==> src/rtl/vs_regfile_sb.sv <==
// Unified scalar/vector register file: two broadcast read ports, per-register busy scoreboard,
// and one write port shared by the ALU and an ordered memory pending buffer. Define VS_REGFILE_BYPASS_EN for write-to-read bypass.
module vs_regfile_sb #(
  parameter int registerSize   = 8,
  parameter int vectorSize     = 4,
  parameter int vecQuantity    = 8,
  parameter int scalarQuantity = 16,
  parameter int selectionBits  = 5,
  parameter int pendDepth      = 2
) (
  input  logic                                   clk,
  input  logic                                   reset,
  input  logic [selectionBits-1:0]               rSel1,
  input  logic [selectionBits-1:0]               rSel2,
  output logic [vectorSize-1:0][registerSize-1:0] operand1,
  output logic [vectorSize-1:0][registerSize-1:0] operand2,
  output logic                                   hazard1,
  output logic                                   hazard2,
  input  logic                                   issueValid,
  input  logic [selectionBits-1:0]               issueDest,
  output logic                                   issueReady,
  input  logic                                   wrEnAlu,
  input  logic [selectionBits-1:0]               wrSelAlu,
  input  logic [vectorSize-1:0][registerSize-1:0] wrDataAlu,
  input  logic [vectorSize-1:0]                  wrMaskAlu,
  input  logic                                   wrEnMem,
  input  logic [selectionBits-1:0]               wrSelMem,
  input  logic [vectorSize-1:0][registerSize-1:0] wrDataMem,
  input  logic [vectorSize-1:0]                  wrMaskMem,
  output logic                                   memReady
);

  localparam int IdxW    = selectionBits - 1;
  localparam int VecIdxW = (vecQuantity > 1) ? $clog2(vecQuantity) : 1;
  localparam int ScaIdxW = (scalarQuantity > 1) ? $clog2(scalarQuantity) : 1;
  localparam int PtrW    = (pendDepth > 1) ? $clog2(pendDepth) : 1;
  localparam int CntW    = $clog2(pendDepth + 1);

`ifdef VS_REGFILE_BYPASS_EN
  localparam bit BypassEn = 1'b1;
`else
  localparam bit BypassEn = 1'b0;
`endif

  typedef logic [selectionBits-1:0]               sel_t;
  typedef logic [vectorSize-1:0][registerSize-1:0] lanes_t;
  typedef logic [vectorSize-1:0]                  mask_t;
  typedef logic [PtrW-1:0]                        ptr_t;
  typedef logic [CntW-1:0]                        cnt_t;

  typedef struct packed {
    sel_t   sel;
    lanes_t data;
    mask_t  mask;
  } wr_req_t;

  typedef struct packed {
    logic               scalar;
    logic               valid;
    logic [VecIdxW-1:0] vidx;
    logic [ScaIdxW-1:0] sidx;
  } dec_t;

  // Split a select into bank, in-range flag and bank index.
  function automatic dec_t decode(input sel_t s);
    dec_t        d;
    logic [31:0] idx;
    idx      = 32'(s[IdxW-1:0]);
    d.scalar = s[selectionBits-1];
    d.valid  = d.scalar ? (idx < 32'(scalarQuantity)) : (idx < 32'(vecQuantity));
    d.vidx   = s[VecIdxW-1:0];
    d.sidx   = s[ScaIdxW-1:0];
    return d;
  endfunction

  function automatic lanes_t merge_lanes(input lanes_t old, input lanes_t data, input mask_t mask);
    lanes_t r;
    r = old;
    for (int i = 0; i < vectorSize; i++) begin
      if (mask[i]) r[i] = data[i];
    end
    return r;
  endfunction

  function automatic ptr_t ptr_inc(input ptr_t p);
    return (p == ptr_t'(pendDepth - 1)) ? '0 : p + ptr_t'(1);
  endfunction

  // Architectural state
  lanes_t                  vec_q   [vecQuantity];
  lanes_t                  vec_d   [vecQuantity];
  logic [registerSize-1:0] sca_q   [scalarQuantity];
  logic [registerSize-1:0] sca_d   [scalarQuantity];
  logic [vecQuantity-1:0]    vbusy_q, vbusy_d;
  logic [scalarQuantity-1:0] sbusy_q, sbusy_d;

  // Memory pending buffer
  wr_req_t pend_q [pendDepth];
  wr_req_t pend_d [pendDepth];
  ptr_t    head_q, head_d, tail_q, tail_d;
  cnt_t    count_q, count_d;

  wr_req_t alu_req, mem_req, port_req;
  dec_t    port_dec, issue_dec;
  logic    pend_empty, head_drain, mem_accept, mem_direct, mem_push;
  logic    port_we, port_commit, issue_busy, issue_set;

  assign alu_req = '{sel: wrSelAlu, data: wrDataAlu, mask: wrMaskAlu};
  assign mem_req = '{sel: wrSelMem, data: wrDataMem, mask: wrMaskMem};

  // Write-port arbitration: ALU, then buffer head, then a direct memory write.
  assign pend_empty = (count_q == '0);
  assign head_drain = !wrEnAlu && !pend_empty;
  assign memReady   = (count_q < cnt_t'(pendDepth)) || head_drain;
  assign mem_accept = wrEnMem && memReady;
  assign mem_direct = mem_accept && !wrEnAlu && pend_empty;
  assign mem_push   = mem_accept && !mem_direct;

  always_comb begin : port_arb
    // NOTE: every variable driven in always_comb gets a default first, so no path can infer a latch.
    port_req = mem_req;
    if (wrEnAlu)          port_req = alu_req;
    else if (!pend_empty) port_req = pend_q[head_q];
  end

  assign port_we  = wrEnAlu || head_drain || mem_direct;
  assign port_dec = decode(port_req.sel);
  // Reset is folded in so nothing can bypass onto the operands while the file is held in reset.
  assign port_commit = port_we && port_dec.valid && reset;

  always_comb begin : issue_check
    issue_dec  = decode(issueDest);
    issue_busy = 1'b0;
    if (issue_dec.valid) begin
      issue_busy = issue_dec.scalar ? sbusy_q[issue_dec.sidx] : vbusy_q[issue_dec.vidx];
    end
  end

  assign issueReady = !issue_busy;
  assign issue_set  = issueValid && issueReady && issue_dec.valid;

  sel_t   rd_sel  [2];
  lanes_t rd_data [2];
  logic   rd_haz  [2];

  assign rd_sel[0] = rSel1;
  assign rd_sel[1] = rSel2;

  always_comb begin : read_path
    dec_t d;
    logic busy;
    logic hit;
    d    = '0;
    busy = 1'b0;
    hit  = 1'b0;
    for (int p = 0; p < 2; p++) begin
      d          = decode(rd_sel[p]);
      rd_data[p] = '0;
      busy       = 1'b0;
      hit        = 1'b0;
      if (d.valid) begin
        if (d.scalar) begin
          rd_data[p] = {vectorSize{sca_q[d.sidx]}};
          busy       = sbusy_q[d.sidx];
        end else begin
          rd_data[p] = vec_q[d.vidx];
          busy       = vbusy_q[d.vidx];
        end
        hit = BypassEn && port_commit && (port_req.sel == rd_sel[p]);
        if (hit) begin
          rd_data[p] = d.scalar ? lanes_t'({vectorSize{port_req.data[0]}})
                                : merge_lanes(rd_data[p], port_req.data, port_req.mask);
        end
      end
      rd_haz[p] = busy && !hit;
    end
  end

  assign operand1 = rd_data[0];
  assign operand2 = rd_data[1];
  assign hazard1  = rd_haz[0];
  assign hazard2  = rd_haz[1];

  always_comb begin : state_next
    vec_d   = vec_q;
    sca_d   = sca_q;
    vbusy_d = vbusy_q;
    sbusy_d = sbusy_q;
    if (port_commit) begin
      if (port_dec.scalar) begin
        sca_d[port_dec.sidx]   = port_req.data[0];
        sbusy_d[port_dec.sidx] = 1'b0;
      end else begin
        vec_d[port_dec.vidx]   = merge_lanes(vec_q[port_dec.vidx], port_req.data, port_req.mask);
        vbusy_d[port_dec.vidx] = 1'b0;
      end
    end
    // Applied after the clear so a same-cycle issue leaves the register busy.
    if (issue_set) begin
      if (issue_dec.scalar) sbusy_d[issue_dec.sidx] = 1'b1;
      else                  vbusy_d[issue_dec.vidx] = 1'b1;
    end
  end

  always_comb begin : pend_next
    pend_d  = pend_q;
    head_d  = head_q;
    tail_d  = tail_q;
    count_d = count_q;
    if (mem_push) begin
      pend_d[tail_q] = mem_req;
      tail_d         = ptr_inc(tail_q);
    end
    if (head_drain) head_d = ptr_inc(head_q);
    case ({mem_push, head_drain})
      2'b10:   count_d = count_q + cnt_t'(1);
      2'b01:   count_d = count_q - cnt_t'(1);
      default: count_d = count_q;
    endcase
  end

  always_ff @(posedge clk or negedge reset) begin
    if (!reset) begin
      for (int i = 0; i < vecQuantity; i++)    vec_q[i] <= '0;
      for (int i = 0; i < scalarQuantity; i++) sca_q[i] <= '0;
      vbusy_q <= '0;
      sbusy_q <= '0;
      head_q  <= '0;
      tail_q  <= '0;
      count_q <= '0;
    end else begin
      // NOTE: non-blocking assignments so every flop samples pre-edge values regardless of statement order.
      vec_q   <= vec_d;
      sca_q   <= sca_d;
      vbusy_q <= vbusy_d;
      sbusy_q <= sbusy_d;
      head_q  <= head_d;
      tail_q  <= tail_d;
      count_q <= count_d;
    end
  end

  // NOTE: buffer payload is deliberately not reset; an entry is only read while count covers it.
  always_ff @(posedge clk) begin
    pend_q <= pend_d;
  end

endmodule

==> config.mk <==
export PLATFORM = sky130hd
export DESIGN_NAME = vs_regfile_sb
export DESIGN_NICKNAME = d
export VERILOG_FILES = /design/src/rtl/vs_regfile_sb.sv
export SDC_FILE = /design/constraint.sdc
export NUM_CORES = 1
export LEC_CHECK = 0
export CAP_MARGIN = 10
export CELL_PAD_IN_SITES_DETAIL_PLACEMENT = 0
export CELL_PAD_IN_SITES_GLOBAL_PLACEMENT = 2
export CORE_MARGIN = 1
export CORE_UTILIZATION = 40
export CTS_CLUSTER_SIZE = 12
export DETAILED_ROUTE_END_ITERATION = 16
export HOLD_SLACK_MARGIN = 0.1
export PLACE_DENSITY_LB_ADDON = 0.05
export SYNTH_ARGS = -nofsm -noshare
export SYNTH_HDL_FRONTEND = slang
export SYNTH_SLANG_ARGS = --single-unit
export TNS_END_PERCENT = 20
==> constraint.sdc <==
create_clock -name clk -period 4.29 [get_ports clk]
set_clock_uncertainty 0.2 [all_clocks]
set_input_delay 0.858 -clock clk [delete_from_list [all_inputs] [get_ports clk]]
set_output_delay 0.858 -clock clk [all_outputs]
set_load 0.02 [all_outputs]
==> results.ini, run 1 <==
[finish]
area_growth_pct=22.59
nFillCells=6311
stdcell_area_sq_mm=0.03477
final_cells=3664
nNetsFinal=2783
n_antenna_cell=0
drive_gt1_share_pct=29.19
fin_util_pct=49.56

[placement]
place_ws_ns=-0.4551
gp_congestion=0.8424
place_inst=3549
portBuffers=169
postPlaceCellArea_sq_mm=0.03268
hpwl_um=73130

[detailed_routing]
drcViolationCount=0
drt-vias-per-instance=6.071
routed_wl_um=105800
wl_per_cell_um=28.89
first_pass_iters=6
drt-initial-drc-count=2059
ant_nets=0
vias=22243

[grt]
grt_pass1_wl_um=155100
grt_max_degree=172
grtUsageTotal_pct=29.71
grt_pass1_vias=22574
grt-ovfl-total=0
antenna_found_initial=3

[setup_path]
r2r_cells=7
crit_path_end_kind=output port
crit_path_start_kind=input port
rr_startpoint=head_q
critPathKind=input port to output port
cp_data_required_time_ns=3.23
worstPathMaxFanout=12
rrSetupSlack_ns=0.64
r2r-end=vec_q[3]
worstPathArrival_ns=3.17

[pwr]
p_per_area_mw_per_mm2=671.5
total_leakage_power_nw=14.82
p_total_mw=23.35
vdd_drop_max_mv=0.4176

[yosys]
ys.flop_type=dfrtp_1
ys_seq_area_share_pct=45.03
ys_top_cells_by_area=dfrtp_1 36%, mux4_2 19%, edfxtp_1 8.7%, mux2_2 6.9%, nand2_1 5.4%
avgSynthCellArea_sq_um=11.74
synthArstFlopShare_pct=83.40
syn_inst=2416
synth.distinct_cells=72
syn_nets=2519
synth.yosys.warnings=0
yosysTopAreaCellShare_pct=36.35
yosys.area.top_type=dfrtp_1
ys_ff_latch=494
synth_edf_count=82
synth_area_sq_mm=0.02836

[timing]
slew-limit-headroom_pct=21.61
max_freq_mhz=236.3
hold_viol_final=0
tns_ns=0
setup_viol=0
fin_crit_ns=4.232
rsz0062_at_grt=no
fin_crit_sh_pct=98.64
worst_slack_ns=0.05821
whs_ns=0.3186
report.final.slew_viol_count=0
worst_slew_pin_slew_ns=1.176

[worst_hold_path]
min_to=vec_q[54]
hp-start=vec_q[54]
min_path_cells=2
hp-class=flop to flop

[clock_network]
clock-sinks=494
cts_tree=yes
cts_root_buffer=clkbuf_16
clock_latency_ns=0.64
cts_made_buffers=59
h-tree-depth=2
clk_pin_slew_worst_paths_ns=0.06
clockBufferDepth=3

[floorplan]
initial_core_util_pct=40.43
io_pins=170
die_h_um=268.3
coreArea_sq_mm=0.07015
dieWidth_um=268.3
dieArea_sq_mm=0.07197
num_rows=97

[run]
maxCapViolations=0

[run_status]
outcome=completed

-- per-layer routing --
metal  vias to the layer above  share of wire (%)  global-route usage, %
met5                         -              0.041                      0
met4                         6                3.2                  9.853
met3                       176                5.9                  4.169
met2                       808                 47                  47.13
met1                     11584                 44                  41.94
li1                       9669                  -                      -
-- layout by cell type, fill, tap and decap left out, drive strengths merged, types with 14 or more instances in the layout --
| cell type | Yosys | final |
|---|---|---|
| dfrtp | 412 | 412 |
| nand2 | 408 | 408 |
| mux4 | 240 | 240 |
| buf | 100 | 230 |
| o21ai | 216 | 216 |
| mux2 | 174 | 174 |
| a21oi | 119 | 119 |
| nor2 | 119 | 119 |
| mux2i | 119 | 119 |
| clkdlybuf4s50 | 0 | 109 |
| clkbuf | 85 | 87 |
| edfxtp | 82 | 82 |
| nor3 | 45 | 45 |
| nand3 | 38 | 38 |
| a211oi | 33 | 33 |
| dlymetal6s2s | 0 | 26 |
| inv | 23 | 24 |
| dlygate4sd2 | 0 | 22 |
| o31ai | 20 | 20 |
| and3 | 18 | 18 |
| clkinv | 0 | 14 |
-- where the power goes --
group | switching, mW | internal, mW | leakage (nW)
Combinational | 5.18 | 4.71 | 7.81
Sequential | 1.74 | 6.66 | 6.05
Clock | 2.09 | 2.96 | 0.955
Total | 9.01 | 14.3 | 14.8
-- critical path: stages --
cell             delay [ns]
buf_6                  0.09
buf_12                 0.16
mux4_2                 0.52
mux4_2                 0.49
nand2_2                0.22
buf_4                  0.19
o21ai_0                0.08
clkdlybuf4s50_1        0.55
-- worst max-delay path by stage --
stage / start / end / slack [ns] / cells after the start
5_1_grt: rSel2[0] / operand2[0] / 0.005 / 8
2_1_floorplan: wrEnAlu / pend_q[0] / -0.37 / 9
3_3_place_gp: rSel2[0] / operand2[16] / -0.49 / 8
3_5_place_dp: rSel2[0] / operand2[16] / -0.46 / 8
6_report: rSel1[0] / operand1[6] / 0.06 / 8
4_1_cts: rSel2[0] / operand2[11] / -0.06 / 9
-- cells by family after synthesis --
group                      Yosys count  share of synthesized area, %
DFF                                494                         45.03
AOI/OAI and AO/OA                  497                         10.88
muxes                              533                         30.17
buffers and inverters              208                         3.287
xor gates and xnor gates             5                        0.1544
and+or+nand+nor                    678                         10.43
adders and majority gates            1                       0.04411
-- layout make-up --
cell class / count / area, sq um / share of cell area [%]
multi-input cells: 1714 / 14770 / 42.47
well taps: 940 / 1176 / 3.383
clock inverters: 18 / 177.7 / 0.5110
inverters: 23 / 86.33 / 0.2483
repair buffers: 388 / 4045 / 11.63
flip-flops and latches: 494 / 12770 / 36.74
clock buffers: 87 / 1743 / 5.013
-- timing repair --
item | in CTS | in global routing
buffers inserted | 0 | 9
endpoints found under the setup margin | 36 | 28
pin swaps | 0 | 0
resized for setup | 35 | 31
hold buffers | 1 | 0
hold endpoints to repair | 3 | 0
-- synthesized netlist by cell type (all sizes together) (5+ instances only) --
cell type / count
a2111oi: 8
a211oi: 33
a21o: 6
a21oi: 119
a221oi: 11
a22o: 12
a32oi: 10
and2: 5
and3: 18
buf: 100
clkbuf: 85
dfrtp: 412
edfxtp: 82
inv: 23
mux2: 174
mux2i: 119
mux4: 240
nand2: 408
nand3: 38
nor2: 119
nor2b: 5
nor3: 45
nor3b: 10
o21ai: 216
o221a: 11
o22ai: 13
o31a: 7
o31ai: 20
or3: 9
-- state kept, by name, indices dropped and copies added (netlist names) --
register and flops:
head_q 1, count_q 2, sca_q 128, vec_q 256, tail_q 1, pend_q 82, sbusy_q 16, vbusy_q 8
(Power assumes the default switching activity.)
==> run 2: changes to the inputs <==
- TNS_END_PERCENT: 20 -> 1
==> results.ini, run 2 (synthesis results as in run 1) <==
[run_status]
outcome=completed

[finish]
area_growth_pct=22.30
top_regs=vec_q: 256 flops, sca_q: 128 flops, pend_q: 82 flops
nFillCells=6317  ; +0.095%
drive_gt1_share_pct=28.99  ; -0.20 points
multi_input_area_sq_mm=0.01477  ; unchanged
seqCellArea_sq_mm=0.01277  ; unchanged
final_cells=3657  ; -0.19%
largest_reg_flops=256  ; unchanged
top_register=vec_q
mostFrequentLayoutCells=411 x dfrtp_1, 404 x nand2_1, 240 x mux4_2
nNetsFinal=2774  ; -0.32%
layout_commonest_cell=dfrtp_1
stdcell_area_sq_mm=0.03469  ; -0.23%

[grt]
globalRouteMet3Util_pct=4.169  ; unchanged
grt_use_met1_pct=41.95  ; about the same
antenna_found_initial=3  ; unchanged
use_met2_pct=47.14  ; about the same
grt_max_degree=172  ; unchanged
top_usage_layer=met2
grtUsageTotal_pct=29.72  ; about the same
grt_pass1_wl_um=155100  ; about the same
grt-ovfl-total=0  ; unchanged
grt_pass1_vias=22576  ; +0.0089%

[setup_path]
worstPathMaxFanout=12  ; unchanged
rr_startpoint=head_q
critPathKind=input port to output port
crit_end=operand1[6]
worstPathArrival_ns=3.17  ; about the same
crit_path_end_kind=output port
r2r-end=vec_q[3]
crit_path_start_kind=input port
rrSetupSlack_ns=0.66  ; +0.02 ns
cp_data_required_time_ns=3.23  ; about the same
crit_start=rSel1[0]
r2r_cells=7  ; unchanged

[clock_network]
h-tree-depth=2  ; unchanged
clk_pin_slew_worst_paths_ns=0.06  ; about the same
clockBufferDepth=3  ; unchanged
clock-sinks=494  ; unchanged
cts_root_buffer=clkbuf_16
cts_tree=yes
clock_latency_ns=0.64  ; about the same
cts_made_buffers=59  ; unchanged

[worst_hold_path]
hp-class=flop to flop
hp-start=vec_q[49]

[placement]
postPlaceCellArea_sq_mm=0.03268  ; unchanged
hpwl_um=73130  ; unchanged
portBuffers=169  ; unchanged
gp_congestion=0.8424  ; unchanged
place_inst=3549  ; unchanged

[timing]
rsz0062_at_grt=no
worst_slew_pin_slew_ns=1.160  ; -0.01582 ns
slew-limit-headroom_pct=22.66  ; +1.1 points
setup_viol=0  ; unchanged
fin_crit_ns=4.230  ; -0.001821 ns
hold_viol_final=0  ; unchanged
max_freq_mhz=236.4  ; about the same
tns_ns=0  ; unchanged
fin_crit_sh_pct=98.60  ; about the same
report.final.slew_viol_count=0  ; unchanged

[floorplan]
dieWidth_um=268.3  ; unchanged
initial_core_util_pct=40.43  ; unchanged
dieArea_sq_mm=0.07197  ; unchanged
coreArea_sq_mm=0.07015  ; unchanged
io_pins=170  ; unchanged
num_rows=97  ; unchanged
die_h_um=268.3  ; unchanged

[detailed_routing]
drcViolationCount=0  ; unchanged
drt-initial-drc-count=2025  ; -1.7%
drt-vias-per-instance=6.069  ; about the same
routed_wl_um=105500  ; -0.27%
first_pass_iters=5  ; -1
ant_nets=0  ; unchanged
wl_per_cell_um=28.86  ; about the same
vias=22195  ; -0.22%

[run]
maxCapViolations=0  ; unchanged

[pwr]
p_per_area_mw_per_mm2=672.5  ; +0.14%
vdd_drop_max_mv=0.4147  ; -0.69%
total_leakage_power_nw=14.76  ; -0.41%

-- run 2: cell types whose count changed in the layout (fill, tap and decap cells not counted), sizes merged --
cell / before / now
dlymetal6s2s: 26 / 25
buf: 230 / 222
diode: 0 / 2
-- run 2: critical path: stages --
cell	delay [ns]
buf_6	0.09
buf_12	0.16
mux4_2	0.52
mux4_2	0.49
nand2_2	0.22
buf_4	0.18
o21ai_0	0.08
clkdlybuf4s50_1	0.55
-- run 2: worst min-delay path by stage --
stage               cells past startpoint  slack [ns]   endpoint
floorplan                               1        0.27     tail_q
global placement                        2        0.29   vec_q[7]
detailed placement                      2        0.30  vec_q[54]
CTS                                     2        0.32  vec_q[54]
global route                            1        0.34  sca_q[28]
finish                                  2        0.32  vec_q[49]
-- run 2: what timing repair did --
action | CTS | global route
hold buffers | 1 | 0
endpoints found under the hold margin | 3 | 0
buffers inserted | 0 | 0
setup endpoints to repair | 36 | 27
resized for setup | 37 | 29
-- run 2: per-layer routing --
layer | vias up | share of wire [%] | routed length (um)
met1 | 11529 | 43 | 45890
li1 | 9644 | - | -
met2 | 827 | 47 | 49630
met3 | 189 | 6.1 | 6483
met4 | 6 | 3.3 | 3510
met5 | - | 0.041 | 43
-- run 2: through the flow --
stage | util (%) | setup slack [ns] | total power, mW | hold WS (ns)
after floorplan | - | -0.3737 | 14.23 | 0.2681
after global placement | 46.59 | -0.4879 | 18.04 | 0.2935
after detailed placement | 46.59 | -0.4551 | 18.32 | 0.3044
after CTS | 49.34 | 0.001158 | 23.38 | 0.3195
after global routing | 49.44 | 0.005284 | 24.59 | 0.3444
final | 49.45 | 0.06003 | 23.33 | 0.3239
-- run 2: area by class of cell --
cell class | instances | share of cell area (%)
Multi-Input combinational cell | 1714 | 42.57
Sequential cell | 494 | 36.82
Timing Repair Buffer | 379 | 11.42
Clock buffer | 87 | 5.025
Tap cell | 940 | 3.391
Clock inverter | 18 | 0.5122
Inverter | 23 | 0.2489
Antenna cell | 2 | 0.01443
-- run 2: power breakdown --
group	total, mW	internal [mW]	switching (mW)
registers	8.39	6.66	1.73
clock network	5.06	2.96	2.09
logic	9.88	4.71	5.18
